--- src/rtl/axi_ddr_id_remap_pkg.sv ---
// Shared constants for the DDR-side AXI ID remapper in front of the MIG.
package axi_ddr_id_remap_pkg;

    localparam int unsigned K_DDR_AXI_ID_WIDTH = 4;
    localparam int unsigned K_DDR_MAX_IDS      = 4;

    function automatic int unsigned idx_width(input int unsigned n);
        return (n > 1) ? $clog2(n) : 1;
    endfunction

endpackage

--- src/rtl/axi_id_remap_table.sv ---
// One direction of the ID remap: maps wide upstream IDs onto a small set of
// entry indices and counts in-flight transactions per entry.
module axi_id_remap_table
    import axi_ddr_id_remap_pkg::*;
#(
    parameter int unsigned ID_W_IN  = 10,
    parameter int unsigned ID_W_OUT = 4,
    parameter int unsigned MAX_IDS  = 4,
    parameter int unsigned MAX_TXNS = 4
) (
    input  logic                clk_i,
    input  logic                rst_ni,
    input  logic [ID_W_IN-1:0]  i_lookup_id,
    output logic                o_can_accept,
    output logic [ID_W_OUT-1:0] o_idx,
    input  logic                i_alloc,
    input  logic                i_retire,
    input  logic [ID_W_OUT-1:0] i_retire_idx,
    output logic [ID_W_IN-1:0]  o_in_id
);

    localparam int unsigned IdxW = idx_width(MAX_IDS);
    localparam int unsigned CntW = $clog2(MAX_TXNS + 1);
    typedef logic [CntW-1:0] cnt_t;

    logic [MAX_IDS-1:0] r_valid;
    logic [ID_W_IN-1:0] r_in_id [MAX_IDS];
    cnt_t               r_cnt   [MAX_IDS];

    logic [MAX_IDS-1:0] w_valid_nxt;
    logic [ID_W_IN-1:0] w_in_id_nxt [MAX_IDS];
    cnt_t               w_cnt_nxt   [MAX_IDS];
    logic [MAX_IDS-1:0] w_inc;
    logic [MAX_IDS-1:0] w_dec;

    logic            w_hit;
    logic            w_free;
    logic [IdxW-1:0] w_hit_idx;
    logic [IdxW-1:0] w_free_idx;
    logic [IdxW-1:0] w_sel_idx;
    logic [IdxW-1:0] w_ret_idx;
    logic            w_ret_in_range;
    logic            w_retire_ok;

    // Scan from the top so the lowest matching/free index is the one left standing.
    always_comb begin
        w_hit      = 1'b0;
        w_free     = 1'b0;
        w_hit_idx  = '0;
        w_free_idx = '0;
        for (int i = MAX_IDS - 1; i >= 0; i--) begin
            if (r_valid[i] && (r_in_id[i] == i_lookup_id)) begin
                w_hit     = 1'b1;
                w_hit_idx = IdxW'(i);
            end
            if (!r_valid[i]) begin
                w_free     = 1'b1;
                w_free_idx = IdxW'(i);
            end
        end
    end

    assign w_sel_idx      = w_hit ? w_hit_idx : w_free_idx;
    assign o_can_accept   = w_hit ? (r_cnt[w_hit_idx] < cnt_t'(MAX_TXNS)) : w_free;
    assign o_idx          = ID_W_OUT'(w_sel_idx);
    assign w_ret_idx      = i_retire_idx[IdxW-1:0];
    assign w_ret_in_range = 32'(i_retire_idx) < MAX_IDS;
    assign w_retire_ok    = w_ret_in_range && r_valid[w_ret_idx] && (r_cnt[w_ret_idx] != '0);
    assign o_in_id        = w_ret_in_range ? r_in_id[w_ret_idx] : '0;

    always_comb begin
        w_inc = '0;
        w_dec = '0;
        for (int i = 0; i < MAX_IDS; i++) begin
            w_inc[i] = i_alloc && (w_sel_idx == IdxW'(i));
            w_dec[i] = i_retire && w_retire_ok && (w_ret_idx == IdxW'(i));
        end
    end

    // A same-cycle alloc and retire on one entry cancel out.
    always_comb begin
        w_valid_nxt = r_valid;
        w_in_id_nxt = r_in_id;
        w_cnt_nxt   = r_cnt;
        for (int i = 0; i < MAX_IDS; i++) begin
            if (w_inc[i] && !w_dec[i]) begin
                if (w_hit) begin
                    w_cnt_nxt[i] = r_cnt[i] + cnt_t'(1);
                end else begin
                    w_valid_nxt[i] = 1'b1;
                    w_in_id_nxt[i] = i_lookup_id;
                    w_cnt_nxt[i]   = cnt_t'(1);
                end
            end else if (w_dec[i] && !w_inc[i]) begin
                w_cnt_nxt[i] = r_cnt[i] - cnt_t'(1);
                if (r_cnt[i] == cnt_t'(1)) begin
                    w_valid_nxt[i] = 1'b0;
                end
            end
        end
    end

    always_ff @(posedge clk_i or negedge rst_ni) begin
        if (!rst_ni) begin
            r_valid <= '0;
            for (int i = 0; i < MAX_IDS; i++) begin
                r_in_id[i] <= '0;
                r_cnt[i]   <= '0;
            end
        end else begin
            r_valid <= w_valid_nxt;
            r_in_id <= w_in_id_nxt;
            r_cnt   <= w_cnt_nxt;
        end
    end

`ifndef SYNTHESIS
    always_ff @(posedge clk_i) begin
        if (rst_ni && i_retire) begin
            assert (w_retire_ok)
            else $error("response retires an invalid or empty remap entry");
        end
    end
`endif

endmodule

--- src/rtl/axi_ddr_id_remap.sv ---
// Compresses crossbar AXI IDs to the narrow MIG ID space and restores them on R/B.
module axi_ddr_id_remap
    import axi_ddr_id_remap_pkg::*;
#(
    parameter int unsigned AXI_ADDR_WIDTH   = 64,
    parameter int unsigned AXI_DATA_WIDTH   = 64,
    parameter int unsigned AXI_USER_WIDTH   = 1,
    parameter int unsigned AXI_ID_WIDTH_IN  = 10,
    parameter int unsigned AXI_ID_WIDTH_OUT = K_DDR_AXI_ID_WIDTH,
    parameter int unsigned MAX_IDS          = K_DDR_MAX_IDS,
    parameter int unsigned MAX_TXNS_PER_ID  = 4
) (
    input  logic                        clk_i,
    input  logic                        rst_ni,
    // slave AW
    input  logic                        i_s_aw_valid,
    output logic                        o_s_aw_ready,
    input  logic [AXI_ID_WIDTH_IN-1:0]  i_s_aw_id,
    input  logic [AXI_ADDR_WIDTH-1:0]   i_s_aw_addr,
    input  logic [7:0]                  i_s_aw_len,
    input  logic [2:0]                  i_s_aw_size,
    input  logic [1:0]                  i_s_aw_burst,
    input  logic                        i_s_aw_lock,
    input  logic [3:0]                  i_s_aw_cache,
    input  logic [2:0]                  i_s_aw_prot,
    input  logic [3:0]                  i_s_aw_qos,
    input  logic [AXI_USER_WIDTH-1:0]   i_s_aw_user,
    // slave W
    input  logic                        i_s_w_valid,
    output logic                        o_s_w_ready,
    input  logic [AXI_DATA_WIDTH-1:0]   i_s_w_data,
    input  logic [AXI_DATA_WIDTH/8-1:0] i_s_w_strb,
    input  logic                        i_s_w_last,
    input  logic [AXI_USER_WIDTH-1:0]   i_s_w_user,
    // slave B
    output logic                        o_s_b_valid,
    input  logic                        i_s_b_ready,
    output logic [AXI_ID_WIDTH_IN-1:0]  o_s_b_id,
    output logic [1:0]                  o_s_b_resp,
    output logic [AXI_USER_WIDTH-1:0]   o_s_b_user,
    // slave AR
    input  logic                        i_s_ar_valid,
    output logic                        o_s_ar_ready,
    input  logic [AXI_ID_WIDTH_IN-1:0]  i_s_ar_id,
    input  logic [AXI_ADDR_WIDTH-1:0]   i_s_ar_addr,
    input  logic [7:0]                  i_s_ar_len,
    input  logic [2:0]                  i_s_ar_size,
    input  logic [1:0]                  i_s_ar_burst,
    input  logic                        i_s_ar_lock,
    input  logic [3:0]                  i_s_ar_cache,
    input  logic [2:0]                  i_s_ar_prot,
    input  logic [3:0]                  i_s_ar_qos,
    input  logic [AXI_USER_WIDTH-1:0]   i_s_ar_user,
    // slave R
    output logic                        o_s_r_valid,
    input  logic                        i_s_r_ready,
    output logic [AXI_ID_WIDTH_IN-1:0]  o_s_r_id,
    output logic [AXI_DATA_WIDTH-1:0]   o_s_r_data,
    output logic [1:0]                  o_s_r_resp,
    output logic                        o_s_r_last,
    output logic [AXI_USER_WIDTH-1:0]   o_s_r_user,
    // master AW
    output logic                        o_m_aw_valid,
    input  logic                        i_m_aw_ready,
    output logic [AXI_ID_WIDTH_OUT-1:0] o_m_aw_id,
    output logic [AXI_ADDR_WIDTH-1:0]   o_m_aw_addr,
    output logic [7:0]                  o_m_aw_len,
    output logic [2:0]                  o_m_aw_size,
    output logic [1:0]                  o_m_aw_burst,
    output logic                        o_m_aw_lock,
    output logic [3:0]                  o_m_aw_cache,
    output logic [2:0]                  o_m_aw_prot,
    output logic [3:0]                  o_m_aw_qos,
    output logic [AXI_USER_WIDTH-1:0]   o_m_aw_user,
    // master W
    output logic                        o_m_w_valid,
    input  logic                        i_m_w_ready,
    output logic [AXI_DATA_WIDTH-1:0]   o_m_w_data,
    output logic [AXI_DATA_WIDTH/8-1:0] o_m_w_strb,
    output logic                        o_m_w_last,
    output logic [AXI_USER_WIDTH-1:0]   o_m_w_user,
    // master B
    input  logic                        i_m_b_valid,
    output logic                        o_m_b_ready,
    input  logic [AXI_ID_WIDTH_OUT-1:0] i_m_b_id,
    input  logic [1:0]                  i_m_b_resp,
    input  logic [AXI_USER_WIDTH-1:0]   i_m_b_user,
    // master AR
    output logic                        o_m_ar_valid,
    input  logic                        i_m_ar_ready,
    output logic [AXI_ID_WIDTH_OUT-1:0] o_m_ar_id,
    output logic [AXI_ADDR_WIDTH-1:0]   o_m_ar_addr,
    output logic [7:0]                  o_m_ar_len,
    output logic [2:0]                  o_m_ar_size,
    output logic [1:0]                  o_m_ar_burst,
    output logic                        o_m_ar_lock,
    output logic [3:0]                  o_m_ar_cache,
    output logic [2:0]                  o_m_ar_prot,
    output logic [3:0]                  o_m_ar_qos,
    output logic [AXI_USER_WIDTH-1:0]   o_m_ar_user,
    // master R
    input  logic                        i_m_r_valid,
    output logic                        o_m_r_ready,
    input  logic [AXI_ID_WIDTH_OUT-1:0] i_m_r_id,
    input  logic [AXI_DATA_WIDTH-1:0]   i_m_r_data,
    input  logic [1:0]                  i_m_r_resp,
    input  logic                        i_m_r_last,
    input  logic [AXI_USER_WIDTH-1:0]   i_m_r_user
);

    logic                       w_aw_can;
    logic                       w_ar_can;
    logic                       w_aw_hs;
    logic                       w_ar_hs;
    logic                       w_b_retire;
    logic                       w_r_retire;
    logic [AXI_ID_WIDTH_IN-1:0] w_b_in_id;
    logic [AXI_ID_WIDTH_IN-1:0] w_r_in_id;

    assign w_aw_hs    = i_s_aw_valid && i_m_aw_ready && w_aw_can;
    assign w_ar_hs    = i_s_ar_valid && i_m_ar_ready && w_ar_can;
    assign w_b_retire = i_m_b_valid && i_s_b_ready;
    assign w_r_retire = i_m_r_valid && i_s_r_ready && i_m_r_last;

    axi_id_remap_table #(
        .ID_W_IN  (AXI_ID_WIDTH_IN),
        .ID_W_OUT (AXI_ID_WIDTH_OUT),
        .MAX_IDS  (MAX_IDS),
        .MAX_TXNS (MAX_TXNS_PER_ID)
    ) u_wr_table (
        .clk_i        (clk_i),
        .rst_ni       (rst_ni),
        .i_lookup_id  (i_s_aw_id),
        .o_can_accept (w_aw_can),
        .o_idx        (o_m_aw_id),
        .i_alloc      (w_aw_hs),
        .i_retire     (w_b_retire),
        .i_retire_idx (i_m_b_id),
        .o_in_id      (w_b_in_id)
    );

    axi_id_remap_table #(
        .ID_W_IN  (AXI_ID_WIDTH_IN),
        .ID_W_OUT (AXI_ID_WIDTH_OUT),
        .MAX_IDS  (MAX_IDS),
        .MAX_TXNS (MAX_TXNS_PER_ID)
    ) u_rd_table (
        .clk_i        (clk_i),
        .rst_ni       (rst_ni),
        .i_lookup_id  (i_s_ar_id),
        .o_can_accept (w_ar_can),
        .o_idx        (o_m_ar_id),
        .i_alloc      (w_ar_hs),
        .i_retire     (w_r_retire),
        .i_retire_idx (i_m_r_id),
        .o_in_id      (w_r_in_id)
    );

    assign o_m_aw_valid = i_s_aw_valid && w_aw_can;
    assign o_s_aw_ready = i_m_aw_ready && w_aw_can;
    assign o_m_aw_addr  = i_s_aw_addr;
    assign o_m_aw_len   = i_s_aw_len;
    assign o_m_aw_size  = i_s_aw_size;
    assign o_m_aw_burst = i_s_aw_burst;
    assign o_m_aw_lock  = i_s_aw_lock;
    assign o_m_aw_cache = i_s_aw_cache;
    assign o_m_aw_prot  = i_s_aw_prot;
    assign o_m_aw_qos   = i_s_aw_qos;
    assign o_m_aw_user  = i_s_aw_user;

    assign o_m_w_valid  = i_s_w_valid;
    assign o_s_w_ready  = i_m_w_ready;
    assign o_m_w_data   = i_s_w_data;
    assign o_m_w_strb   = i_s_w_strb;
    assign o_m_w_last   = i_s_w_last;
    assign o_m_w_user   = i_s_w_user;

    assign o_s_b_valid  = i_m_b_valid;
    assign o_m_b_ready  = i_s_b_ready;
    assign o_s_b_id     = w_b_in_id;
    assign o_s_b_resp   = i_m_b_resp;
    assign o_s_b_user   = i_m_b_user;

    assign o_m_ar_valid = i_s_ar_valid && w_ar_can;
    assign o_s_ar_ready = i_m_ar_ready && w_ar_can;
    assign o_m_ar_addr  = i_s_ar_addr;
    assign o_m_ar_len   = i_s_ar_len;
    assign o_m_ar_size  = i_s_ar_size;
    assign o_m_ar_burst = i_s_ar_burst;
    assign o_m_ar_lock  = i_s_ar_lock;
    assign o_m_ar_cache = i_s_ar_cache;
    assign o_m_ar_prot  = i_s_ar_prot;
    assign o_m_ar_qos   = i_s_ar_qos;
    assign o_m_ar_user  = i_s_ar_user;

    assign o_s_r_valid  = i_m_r_valid;
    assign o_m_r_ready  = i_s_r_ready;
    assign o_s_r_id     = w_r_in_id;
    assign o_s_r_data   = i_m_r_data;
    assign o_s_r_resp   = i_m_r_resp;
    assign o_s_r_last   = i_m_r_last;
    assign o_s_r_user   = i_m_r_user;

endmodule
--- config.mk ---
export PLATFORM = sky130hd
export DESIGN_NAME = axi_ddr_id_remap
export DESIGN_NICKNAME = d
export VERILOG_FILES = /design/src/rtl/axi_ddr_id_remap_pkg.sv /design/src/rtl/axi_id_remap_table.sv /design/src/rtl/axi_ddr_id_remap.sv
export SDC_FILE = /design/constraint.sdc
export NUM_CORES = 1
export LEC_CHECK = 0
export CAP_MARGIN = 20
export CORE_AREA = 4 4 280 282
export CTS_CLUSTER_SIZE = 8
export DETAILED_ROUTE_END_ITERATION = 10
export DIE_AREA = 0 0 284 286
export GPL_ROUTABILITY_DRIVEN = 0
export SYNTH_ARGS = -nofsm -noshare
export SYNTH_HDL_FRONTEND = slang
export SYNTH_SLANG_ARGS = --single-unit
--- constraint.sdc ---
create_clock -name clk_i -period 3.5 [get_ports clk_i]
set_input_delay 0.35 -clock clk_i [delete_from_list [all_inputs] [get_ports clk_i]]
set_output_delay 0.35 -clock clk_i [all_outputs]
set_load 0.02 [all_outputs]
==> out/qor.yml <==
setup_path:
  critical_path_required_ns: 3.76
  crit_chain: "clkdlybuf4s50_1, buf_4, xnor2_1, nand3_2, o31ai_1, a21oi_1, or2_2, nor4_1, ha_1, inv_1, or2_1, buf_12, mux2_1"
  cp.arrival_ns: 3.56
  endpoint_kind: "flip-flop"
  cp_top_family: "simple AND/OR/NAND/NOR gates"
  cp_max_fo: 11
  max_stage_delay_ns: 0.47
  crit_type: "in2reg"
  r2r_cells: 14
  crit_slowest_cell: "clkdlybuf4s50_1"
  r2r_end: "u_rd_table.r_in_id[22]"
  path_buf_inv: 4
  reg2reg_from: "u_rd_table.r_in_id[37]"
  r2r_setup_slack_ns: 0.29
  critPathLaunchType: "input pin"
pwr:
  seq_power_share: 0.419
  ir_worst_vdd_mv: 0.239
  pwr-share-comb: 0.263
  p_int_mw: 2.82
  pwr_density_cell_nw_per_um2: 387
  p_leak_nw: 4.24
  clkPwrFrac: 0.318
  p_switching_mw: 1.18
  p_sw_frac: 0.295
detailed_routing:
  drc_errors: 0
  drt_iter0_markers: 452
  ant_nets: 0
  num_vias: 6427
  wl_per_cell_um: 25.2
  first_pass_iters: 4
  wirelength_mm: 45.6
  viasPerCell: 3.56
synth:
  yosys.area.top_type: "dfrtp_1"
  synthTopCellsByArea: "dfrtp_1, buf_4, xnor2_1"
  ys_async_sr_fraction: 1.00
  synth_ff_type: "dfrtp_1"
  ys_warn_count: 0
  muxShareOfSynthArea: 0.156
  netlist.area_leader.share: 0.282
  syn_area_per_cell_um2: 9.81
  synth.distinct_cells: 60
  ys_ff_latch: 112
  syn_inst: 1015
  synth-compound-area-share: 0.0493
  synth_common_cells: "buf_4, dfrtp_1, xnor2_1, mux2_2, nor2_1"
  synthAdderAreaFrac: 0.0402
  synth-simple-area-share: 0.112
  syn_area_um2: 9950
  synth_xor_area_frac: 0.0704
  synth_edf_count: 0
  synth_top_family_by_area: "buffers and inverters"
  yosysMostFrequentCell: "buf_4"
  seq_area_frac_synth: 0.282
floorplanning:
  initial_core_util: 0.132
  rows: 101
  io_pins: 728
  core-area_um2: 75700
  dieArea_um2: 81200
  die_h_um: 286
  fp.dieW_um: 284
sta:
  relSlewSlack: 0.540
  min_period_ns: 3.31
  layout_setup_ws_ns: 0.191
  hold_slack_ns: 0.532
  drv_slew: 0
  period_share: 0.945
  worst_pin_slew_ns: 0.688
  finClkSkew_ns: 0.0137
  setup_viol: 0
  hold_viol: 0
  rsz0062_at_grt: "yes"
  fmax_mhz: 302
outcome:
  status: "finished, final reports clean"
global_routing:
  grt_use_total: 0.108
  grt-ovfl-total: 0
  grt_pass1_wl_mm: 59.9
  grt_pass1_vias: 6820
  grt_max_degree: 70
  antenna_found_initial: 1
place:
  io_buffers: 71
  place_ws_ns: -0.169
  hpwl_mm: 38.5
clock_network:
  post-cts-setup-buffer-count: 0
  cts_buffer_depth: 2
  h-tree-depth: 3
  cts_tree: "done"
  cts_buffers: 9
  clock_latency_ns: 0.38
  cts_sinks: 112
  clk_pin_slew_ns: 0.08
  cts-root-buf: "clkbuf_16"
layout:
  fin_nets: 1220
  area_growth_pct: 4.09
  drive_above_1_share: 0.287
worst_hold_path:
  hold_class: "in2async"
flow_run:
  cap_viol_max_count: 0
[area by class of cell]
type / instances / area, µm²
diodes: 1 / 2.50
clock buffers: 12 / 267
clock inverters: 4 / 98.8
fillers: 8471 / 65300
inverters: 36 / 135
multi-input cells: 494 / 4290
flip-flops and latches: 112 / 2800
well taps: 978 / 1220
repair buffers: 170 / 1550
[cell usage in the layout (no fill, tap or decap), types with 18 or more instances in the layout]
master / n
dfrtp_1: 112
buf_4: 94
xnor2_1: 80
clkdlybuf4s50_1: 63
mux2_2: 48
nor2_1: 38
inv_1: 36
ha_1: 32
mux2_4: 28
a21oi_1: 25
nand3_1: 20
mux4_2: 20
and2_1: 20
nand2_1: 19
nand4_1: 18
[logic make-up after synthesis]
family	count (synthesis)
AND/OR/NAND/NOR	195
other	1
flip-flops	112
AO/OA/AOI/OAI	74
multiplexers	109
adder cells (fa/ha/maj)	32
buffers and inverters	412
XOR/XNOR	80
[worst max-delay path by stage]
stage	end	cells past startpoint	startpoint
final	u_rd_table.r_in_id[22]	13	i_s_ar_id[9]
after global routing	u_rd_table.r_in_id[33]	13	i_s_ar_id[9]
after CTS	o_m_aw_valid	12	i_s_aw_id[3]
after detailed placement	o_m_ar_valid	11	i_s_ar_id[9]
after global placement	o_m_ar_valid	10	i_s_ar_id[8]
after floorplan	u_wr_table.r_in_id[20]	12	i_s_aw_id[4]
[what timing repair did]
item | 4_1_cts | 5_1_grt
gates resized for setup | 4 | 7
hold buffers | 1 | 0
setup endpoints to repair | 3 | 23
hold endpoints to repair | 17 | 0
pin swaps | 0 | 0
[state kept, by name, indices dropped and copies added (netlist names)]
register	cells
u_rd_table.r_valid	4
u_wr_table.r_cnt	12
u_rd_table.r_in_id	40
u_wr_table.r_valid	4
u_rd_table.r_cnt	12
u_wr_table.r_in_id	40
[routing by layer]
layer	vias up	GRT usage	part of all wire	wire length, µm
li1	2701	-	-	-
met1	3025	0.0923	0.29	13300
met2	582	0.133	0.36	16400
met3	117	0.158	0.31	14100
met4	2	0.0372	0.035	1610
met5	-	0.0149	0.0027	124
[through the flow]
step / util / TNS, ns / power, mW / std cells / cell area, µm²
2_1_floorplan: - / 0 / 2.90 / 1018 / 9970
3_3_place_gp: 0.132 / -5.26 / 2.71 / 1789 / 9970
3_5_place_dp: 0.132 / -5.49 / 2.76 / 1789 / 9970
4_1_cts: 0.137 / 0 / 4.05 / 1806 / 10300
5_1_grt: 0.137 / -0.708 / 4.23 / 1806 / 10400
6_report: 0.137 / 0 / 4.01 / 1807 / 10400
[power by group through the flow]
stage | Combinational [mW] | Clock (mW) | Sequential (mW)
after floorplan | 1.26 | 0 | 1.65
after global placement | 1.02 | 0 | 1.69
after detailed placement | 1.06 | 0 | 1.70
after CTS | 1.07 | 1.31 | 1.68
after global routing | 1.16 | 1.36 | 1.71
final | 1.05 | 1.28 | 1.68
Power figures use the tool's default switching activity.
